File: src/rtl/beam_steer_ctrl.sv
// Beam-steering controller: turns an angle code into a per-channel delay-line tap table.
// The table is written one entry per cycle from an add/subtract accumulator, and the array outputs are blanked until it has settled.
module beam_steer_ctrl #(
    parameter int NUM_CH        = 20,
    parameter int MAX_TAP       = 8500,
    parameter int SETTLE_CYCLES = 8500
) (
    input  logic        clk,
    input  logic        rst,
    input  logic [3:0]  angle_sel,
    input  logic        angle_valid,
    output logic        angle_ready,
    output logic        tap_we,
    output logic [4:0]  tap_ch,
    output logic [13:0] tap_idx,
    output logic        out_en,
    output logic        cfg_done,
    output logic [3:0]  cur_sel
);

    localparam int CNT_W = $clog2(SETTLE_CYCLES + 1);

    localparam logic [3:0]       CODE_ZERO   = 4'd6;
    localparam logic [3:0]       CODE_MAX    = 4'd12;
    localparam logic [4:0]       LAST_CH     = 5'(NUM_CH - 1);
    localparam logic [4:0]       CH_ONE      = 5'd1;
    localparam logic [13:0]      MAX_TAP_V   = 14'(MAX_TAP);
    localparam logic [CNT_W-1:0] SETTLE_LOAD = CNT_W'(SETTLE_CYCLES - 1);
    localparam logic [CNT_W-1:0] CNT_ONE     = CNT_W'(1);

    typedef enum logic [1:0] {
        IDLE,
        LOAD,
        WRITE,
        SETTLE
    } state_e;

    // Per-channel tap step for each angle code; the sign comes from the direction flag.
    function automatic logic [13:0] step_for(input logic [3:0] code);
        logic [13:0] step;
        case (code)
            4'd0, 4'd12: step = 14'd430;
            4'd1, 4'd11: step = 14'd359;
            4'd2, 4'd10: step = 14'd287;
            4'd3, 4'd9:  step = 14'd215;
            4'd4, 4'd8:  step = 14'd143;
            4'd5, 4'd7:  step = 14'd72;
            default:     step = 14'd0;
        endcase
        return step;
    endfunction

    state_e           state_q;
    logic             boot_q;
    logic             ready_q;
    logic             tap_we_q;
    logic [4:0]       tap_ch_q;
    logic [13:0]      tap_idx_q;
    logic             out_en_q;
    logic             cfg_done_q;
    logic [3:0]       cur_sel_q;
    logic [13:0]      step_q;
    logic             neg_q;
    logic [13:0]      acc_q;
    logic [CNT_W-1:0] cnt_q;

    logic [3:0]  eff_sel_d;
    logic [3:0]  load_sel_d;
    logic        load_neg_d;
    logic        same_cfg_d;
    logic [13:0] acc_d;

    always_comb begin
        eff_sel_d  = (angle_sel > CODE_MAX) ? CODE_ZERO : angle_sel;
        load_sel_d = boot_q ? CODE_ZERO : eff_sel_d;
        load_neg_d = (load_sel_d < CODE_ZERO);
        same_cfg_d = (eff_sel_d == cur_sel_q) && out_en_q;
        acc_d      = neg_q ? (acc_q - step_q) : (acc_q + step_q);
    end

    // NOTE: all state below is updated with non-blocking assignments so every register sees pre-edge values.
    always_ff @(posedge clk) begin
        if (rst) begin
            state_q    <= IDLE;
            boot_q     <= 1'b1;
            ready_q    <= 1'b0;
            tap_we_q   <= 1'b0;
            tap_ch_q   <= '0;
            tap_idx_q  <= '0;
            out_en_q   <= 1'b0;
            cfg_done_q <= 1'b0;
            cur_sel_q  <= CODE_ZERO;
            step_q     <= '0;
            neg_q      <= 1'b0;
            acc_q      <= '0;
            cnt_q      <= '0;
        end else begin
            cfg_done_q <= 1'b0;
            case (state_q)
                IDLE: begin
                    // The post-reset auto-load borrows the normal load path with the angle-0 code.
                    if (boot_q || (angle_valid && ready_q && !same_cfg_d)) begin
                        state_q   <= LOAD;
                        boot_q    <= 1'b0;
                        ready_q   <= 1'b0;
                        out_en_q  <= 1'b0;
                        cur_sel_q <= load_sel_d;
                        step_q    <= step_for(load_sel_d);
                        neg_q     <= load_neg_d;
                        acc_q     <= load_neg_d ? MAX_TAP_V : '0;
                    end else if (angle_valid && ready_q) begin
                        cfg_done_q <= 1'b1;
                    end
                end
                LOAD: begin
                    state_q   <= WRITE;
                    tap_we_q  <= 1'b1;
                    tap_ch_q  <= '0;
                    tap_idx_q <= acc_q;
                    acc_q     <= acc_d;
                end
                WRITE: begin
                    if (tap_ch_q == LAST_CH) begin
                        state_q   <= SETTLE;
                        tap_we_q  <= 1'b0;
                        tap_ch_q  <= '0;
                        tap_idx_q <= '0;
                        cnt_q     <= SETTLE_LOAD;
                    end else begin
                        tap_ch_q  <= tap_ch_q + CH_ONE;
                        tap_idx_q <= acc_q;
                        acc_q     <= acc_d;
                    end
                end
                SETTLE: begin
                    if (cnt_q == '0) begin
                        state_q    <= IDLE;
                        ready_q    <= 1'b1;
                        out_en_q   <= 1'b1;
                        cfg_done_q <= 1'b1;
                    end else begin
                        cnt_q <= cnt_q - CNT_ONE;
                    end
                end
                default: state_q <= IDLE;
            endcase
        end
    end

    assign angle_ready = ready_q;
    assign tap_we      = tap_we_q;
    assign tap_ch      = tap_ch_q;
    assign tap_idx     = tap_idx_q;
    assign out_en      = out_en_q;
    assign cfg_done    = cfg_done_q;
    assign cur_sel     = cur_sel_q;

endmodule
File: config.mk
export PLATFORM = sky130hd
export DESIGN_NAME = beam_steer_ctrl
export DESIGN_NICKNAME = d
export VERILOG_FILES = /design/src/rtl/beam_steer_ctrl.sv
export SDC_FILE = /design/constraint.sdc
export NUM_CORES = 1
export LEC_CHECK = 0
export CAP_MARGIN = 20
export CORE_ASPECT_RATIO = 0.9
export CORE_UTILIZATION = 58
export CTS_CLUSTER_SIZE = 30
export DETAILED_ROUTE_END_ITERATION = 16
export HOLD_SLACK_MARGIN = 0.03
export PLACE_DENSITY = 0.8
export SLEW_MARGIN = 30
export SYNTH_ARGS = -nofsm -noshare
export SYNTH_HDL_FRONTEND = slang
export SYNTH_SLANG_ARGS = --single-unit
File: constraint.sdc
create_clock -name clk -period 4.5 [get_ports clk]
set_input_delay 0.9 -clock clk [delete_from_list [all_inputs] [get_ports clk]]
set_output_delay 0.9 -clock clk [all_outputs]
set_load 0.005 [all_outputs]
==> out/summary.txt <==
Final net count: 513
FP Rows: 27
Netlist area before placement: 3880 um2
Worst Skew: 0.00805 ns
Inserted Clock Buffers: 9
Tcrit/Tclk final: 0.773
Vias/cell: 5.92
RSZ-0062 raised after global routing: false
CP required: 4.74 ns
Ant. Diodes: 0
Synth cell types: 58
Main area contributors after synthesis: dfxtp_1 34%, ha_1 8.1%, nor2_1 5.0%, a22o_1 4.7%, a21oi_1 4.4%
PostCTS Resize Cnt: 0
RD Place Congestion: 0.895
Initial Util: 0.617
DR WL/cell: 15.2 um
Main synth FF type: dfxtp_1
Final core area utilization: 0.705
Die area: 7020 um2
Pin count of the biggest net entering global routing: 43
All-Layer GR Usage: 0.270
Top-count cell post-synth: dfxtp_1
Worst-Skew Late Latency: 0.34 ns
DRC: 0
Peak supply drop: 0.349 mV
Worst Setup SP: step_q[2]$_SDFFE_PP0P_
Sequential area share after synthesis: 0.341
Clk sinks: 66
Pleak: 1.75 nW
Syn_nets: 492
Share of the synthesized area in the top cell type: 0.341
Layout cells sized above 1: 0.0619
Hold Crit Class: reg2reg
Worst reg2reg path depth: 14
Area leader, netlist: dfxtp_1
Vias in the first global route: 3093
Setup bufs post-CTS: 0
Gr ovfl total: 0
Pwr/cell area: 738 nW/um2
Die Ht: 79.6 um
Synth async-reset ratio: 0
Layout area overhead: 14.2%
Via Count: 3388
Core ar.: 6280 um2
# H-tree levels: 3
Hold-fix buffers, CTS: 0
First-pass GRT wire length: 14600 um
Drt pass-1 iters: 4
Setup TNS: 0 ns
Clock root buffer: clkbuf_8
Min Tclk post-route: 3.48 ns
Detailed Place HPWL: 6420 um
Critical path class: reg2reg
CTS tree: built
Final WL: 8690 um
Initial antenna violation count: 0
Final Hold Fails: 0
Synth Register Bits: 66
Final max-slew violation count: 0
Final setup fails: 0
Reg2reg start: step_q[2]$_SDFFE_PP0P_
Number of routed nets with antenna violations: 0
Post-synth EDFFs: 0
Critical path launch point type: register
Slew HR: 0.467
Total of warnings raised by yosys: 0
Worst-margin pin slew: 0.797 ns
Maximum root-to-sink buffer count: 2
Max Fclk: 288 MHz
Data arrival time at the worst-slack endpoint: 3.72 ns
Die W: 88.2 um
Hold path start: tap_idx[3]$_SDFFE_PP0P_
CP Capture Type: register
Outcome: finished, final reports clean
Top-level I/O count: 34
Max_cap viols: 0
Worst Hold Depth: 1
Post-Syn Area per Cell: 8.45 um2
Cells after Synth: 459
Top cells by count, synth: 66 x dfxtp_1, 52 x nor2_1, 34 x a21oi_1, 25 x ha_1, 24 x nand2_1
Worst-path maximum fanout: 7
Iteration-0 DRC Markers: 169
I/O Buffers: 33
Clock transition at path regs: 0.08 ns
==> worst max-delay path: stages, from the launching register on <==
cell and delay [ns]:
dfxtp_1 0.36, inv_1 0.10, ha_1 0.17, nand2b_1 0.07, or3_1 0.35, nor2_1 0.18, nor2_1 0.07, xnor2_1 0.14
ha_1 0.38, and3_1 0.22, a221oi_2 0.32, a211oi_1 0.15, o31a_1 0.31, or3_1 0.30, a32o_1 0.25
==> where the power goes <==
part           internal (W)  switching [W]  total [W]
Combinational      0.000797        0.00112    0.00191
Clock              0.000259       0.000244   0.000503
Sequential         0.000715       0.000137   0.000852
Total               0.00177        0.00150    0.00327
==> layout by cell type (no fill, tap or decap), drive strengths merged, types with 3 or more instances in the layout <==
master	instances
dfxtp	66
nor2	53
a21oi	35
clkdlybuf4s50	33
ha	25
nand2	24
inv	22
o21ai	22
a22o	21
xnor2	17
a211oi	17
nand2b	14
xor2	14
nand3	11
clkbuf	9
nor2b	8
nor3	7
a21o	7
nand3b	6
mux2i	5
nand4	5
nor4	4
or3	4
or4	4
o31ai	4
o31a	4
a311oi	3
and3	3
o21a	3
==> per-stage QoR <==
| step | std cells | cell area, um2 | power (W) | setup slack (ns) | hold slack, ns |
|---|---|---|---|---|---|
| after floorplan | 459 | 3880 | 0.00230 | 1.34 | 0.449 |
| after global placement | 556 | 4220 | 0.00267 | 1.09 | 0.458 |
| after detailed placement | 556 | 4220 | 0.00273 | 0.996 | 0.463 |
| after CTS | 572 | 4420 | 0.00325 | 1.05 | 0.481 |
| after global routing | 572 | 4430 | 0.00357 | 0.735 | 0.502 |
| final | 572 | 4430 | 0.00327 | 1.02 | 0.480 |
==> state kept, by name, indices dropped and copies added, names as in the netlist <==
name	cells
acc_q	14
cnt_q	14
tap_idx	14
step_q	8
tap_ch	5
cur_sel	4
state_q	2
boot_q	1
cfg_done	1
neg_q	1
out_en	1
tap_we	1
==> path summary, 6_finish.rpt <==
| path | endpoint | slack (ns) |
|---|---|---|
| hold reg to reg | tap_idx[3]$_SDFFE_PP0P_ | 0.48 |
| setup reg to reg | acc_q[11]$_SDFFE_PP0P_ | 1.02 |
| setup / recovery | acc_q[11]$_SDFFE_PP0P_ | 1.02 |
| hold / removal | tap_idx[3]$_SDFFE_PP0P_ | 0.48 |
==> metal layers <==
layer | up-vias | wire, um | global-route usage
li1 | 1703 | - | -
met1 | 1582 | 4260 | 0.363
met2 | 93 | 3850 | 0.422
met3 | 10 | 472 | 0.0693
met4 | 0 | 105 | 0.0806
met5 | - | 0 | 0
==> area by class of cell <==
cell class / instances / area (um2)
multi-input combinational: 349 / 2390
fill: 520 / 1850
sequential: 66 / 1320
timing repair buffer: 34 / 338
clock buffer: 9 / 124
tap: 87 / 109
clock inverter: 7 / 76.3
inverter: 20 / 75.1
==> logic make-up (layout without fill, tap and decap cells) <==
logic type | after synthesis | count (layout) | share of synthesized area
and+or+nand+nor | 153 | 153 | 0.202
DFF | 66 | 66 | 0.341
buffers and inverters | 44 | 70 | 0.0468
AOI/OAI and AO/OA | 133 | 133 | 0.239
xor gates and xnor gates | 31 | 31 | 0.0700
muxes | 6 | 6 | 0.0158
adders and majority gates | 26 | 26 | 0.0858
No activity file was read; power rests on OpenSTA's default activity.
==> patch: new RTL, config.mk and constraints unchanged <==
Change the parameter `SETTLE_CYCLES` from 8500 to 4250.
--- a/src/rtl/beam_steer_ctrl.sv
+++ b/src/rtl/beam_steer_ctrl.sv
@@ -5,3 +5,3 @@
     parameter int MAX_TAP       = 8500,
-    parameter int SETTLE_CYCLES = 8500
+    parameter int SETTLE_CYCLES = 4250
 ) (
Formal check against the unedited RTL: no difference found for any inputs over 10 cycles, from zero or initial values and one cycle with rst high; that may be too few to reach the edited logic, so the function may still have changed.
==> patch against the original RTL <==
- sequential cell count decreased by 1
- setup slack better by 160 ps
- hold slack about the same
- total power shrank 6.4%
- first-iteration DRC count fell by 11%
- synthesized area down 1.3%
- cell area is 2.0% lower
- critical path depth fell by 6
- synthesized cell count down 1.7%
- clock power decreased by 1%
- register-to-register slack improved by 350 ps
- wire length down 8.3%
- critical path type is now in2reg
==> patch: results (changes against the original RTL) <==
Clock tree
  • CTS Root Cell: clkbuf_8 (unchanged)
  • Number of gates resized after CTS: 0 (unchanged)
  • Clk_lat worst skew: 350 ps
  • TritonCTS Buffers: 9 (unchanged)
  • H-tree level count: 3 (unchanged)

Logic synthesis
  • Netlist cell types: 70 (was 58)
  • Ys async rst share: 0% (unchanged)
  • Ranking of synthesized cells by area: dfxtp_1 34%, ha_1 8.2%, a21oi_1 5.0%, nor2_1 4.9%, xnor2_1 4.3% (was dfxtp_1 34%, ha_1 8.1%, nor2_1 5.0%, a22o_1 4.7%, a21oi_1 4.4%)
  • Top cells by count, synth: 65 x dfxtp_1, 50 x nor2_1, 38 x a21oi_1 (was 66 x dfxtp_1, 52 x nor2_1, 34 x a21oi_1)
  • Syn nets: 484 (was 492)
  • Sequential share of the synthesized area: 34.01% (was 34.08%)

Drt
  • Wl on met1: 4067 µm (was 4263 µm)
  • Drt pass-1 iters: 4 (unchanged)
  • WL per Instance: 14.12 µm (was 15.19 µm)
  • WL met2: 3450 µm (was 3845 µm)
  • Final ANT Viol Nets: 0 (unchanged)
  • Top sig layer: met4 (unchanged)
  • DR vias/cell: 5.677 (was 5.923)
  • DRT iter0 DRCs: 150 (was 169)
  • Met3 Wirelength: 328 µm (was 472 µm)
  • Drt drc: 0 (unchanged)

Place
  • Buffers on Ports: 33 (unchanged)
  • Final GP Congestion: 0.8369 (was 0.8949)
  • Post-DP HPWL: 6037 µm (was 6420 µm)
  • Pre-CTS setup slack: 841.5 ps (was 995.6 ps)

Timing
  • Fin. max-slew vios: 0 (unchanged)
  • Worst slew pin tran: 772.8 ps (was 797.1 ps)
  • Clock Skew: 16.09 ps (was 8.050 ps)

Hold path
  • Worst Hold Class: reg2reg (unchanged)

Critical path
  • Crit Path Max Fanout: 22 (was 7)
  • CP delay by family, top: compound AO/OA/AOI/OAI gates (was simple AND/OR/NAND/NOR gates)
  • CP peak stage delay: 870 ps (was 380 ps)
  • CP max-delay cell: clkdlybuf4s50_1 (was ha_1)
  • Crit path DAT: 3540 ps (was 3720 ps)

Pwr
  • Maximum vdd drop: 0.3248 mV (was 0.3485 mV)
  • Leakage: 1.607 nW (was 1.753 nW)

Global route
  • First-pass GRT wire length: 13850 µm (was 14650 µm)
  • GRT Overall Usage: 25.45% (was 26.96%)
  • Largest net degree at the start of global routing: 34 (was 43)
  • Number of global-route vias before repair: 3010 (was 3093)
  • Antenna violations before repair: 0 (unchanged)

Finish
  • NumNets Final: 505 (was 513)
  • Fraction of layout cells with a size suffix above 1: 8.595% (was 6.186%)
  • Antenna Cells: 0 (unchanged)

Outcome
  • Status: completed (unchanged)
==> patch: stage by stage <==
stage / power, W / hold WS (ps) / cell area (µm²) / cells
after floorplan: 0.002194 / 444.5 / 3826 / 451
after global placement: 0.002481 / 461.7 / 4136 / 548
after detailed placement: 0.002544 / 467.8 / 4136 / 548
after CTS: 0.003052 / 480.7 / 4338 / 564
after global routing: 0.003308 / 501.2 / 4340 / 564
final: 0.003059 / 479.9 / 4340 / 564
==> patch: kinds of logic after synthesis <==
logic type / share of synthesized area (%)
adder cells (fa/ha/maj): 8.699
XOR/XNOR: 6.410
flip-flops: 34.01
multiplexers: 1.079
AND/OR/NAND/NOR: 23.05
buffers and inverters: 5.526
AO/OA/AOI/OAI: 21.22
==> patch: cell type report <==
class | count | area [µm²]
inverter | 18 | 67.56
multi-input combinational | 343 | 2316
fill | 511 | 1909
clock inverter | 7 | 77.57
timing repair buffer | 35 | 345.3
sequential | 65 | 1301
tap | 87 | 108.9
clock buffer | 9 | 123.9
==> patch: power breakdown <==
group | switching [W] | total, W | internal, W
Sequential | 0.000111 | 0.000794 | 0.000683
Combinational | 0.000997 | 0.00177 | 0.000770
Clock | 0.000237 | 0.000498 | 0.000260
==> patch: worst paths after layout <==
| kind | depth (start not counted) | startpoint | slack, ps | to |
|---|---|---|---|---|
| max | 8 | angle_sel[3] | 1180 | step_q[3] |
| min reg2reg | 1 | tap_idx[3] | 480 | tap_idx[3] |
| min | 1 | tap_idx[3] | 480 | tap_idx[3] |
| max reg2reg | 13 | step_q[0] | 1370 | acc_q[13] |
==> patch: layer usage <==
| metal | global-route usage (%) | up-vias |
|---|---|---|
| met5 | 0 | - |
| met4 | 8.852 | 0 |
| met3 | 4.990 | 10 |
| met2 | 38.67 | 73 |
| met1 | 35.77 | 1460 |
| li1 | - | 1659 |
==> patch: worst reg2reg max path, delay by kind of cell (launching register included) <==
family | cells | cell delay (ps)
AND/OR/NAND/NOR | 5 | 1010
AO/OA/AOI/OAI | 4 | 930
XOR/XNOR | 1 | 140
buffers and inverters | 1 | 70
flip-flops | 1 | 430
adder cells (fa/ha/maj) | 2 | 510
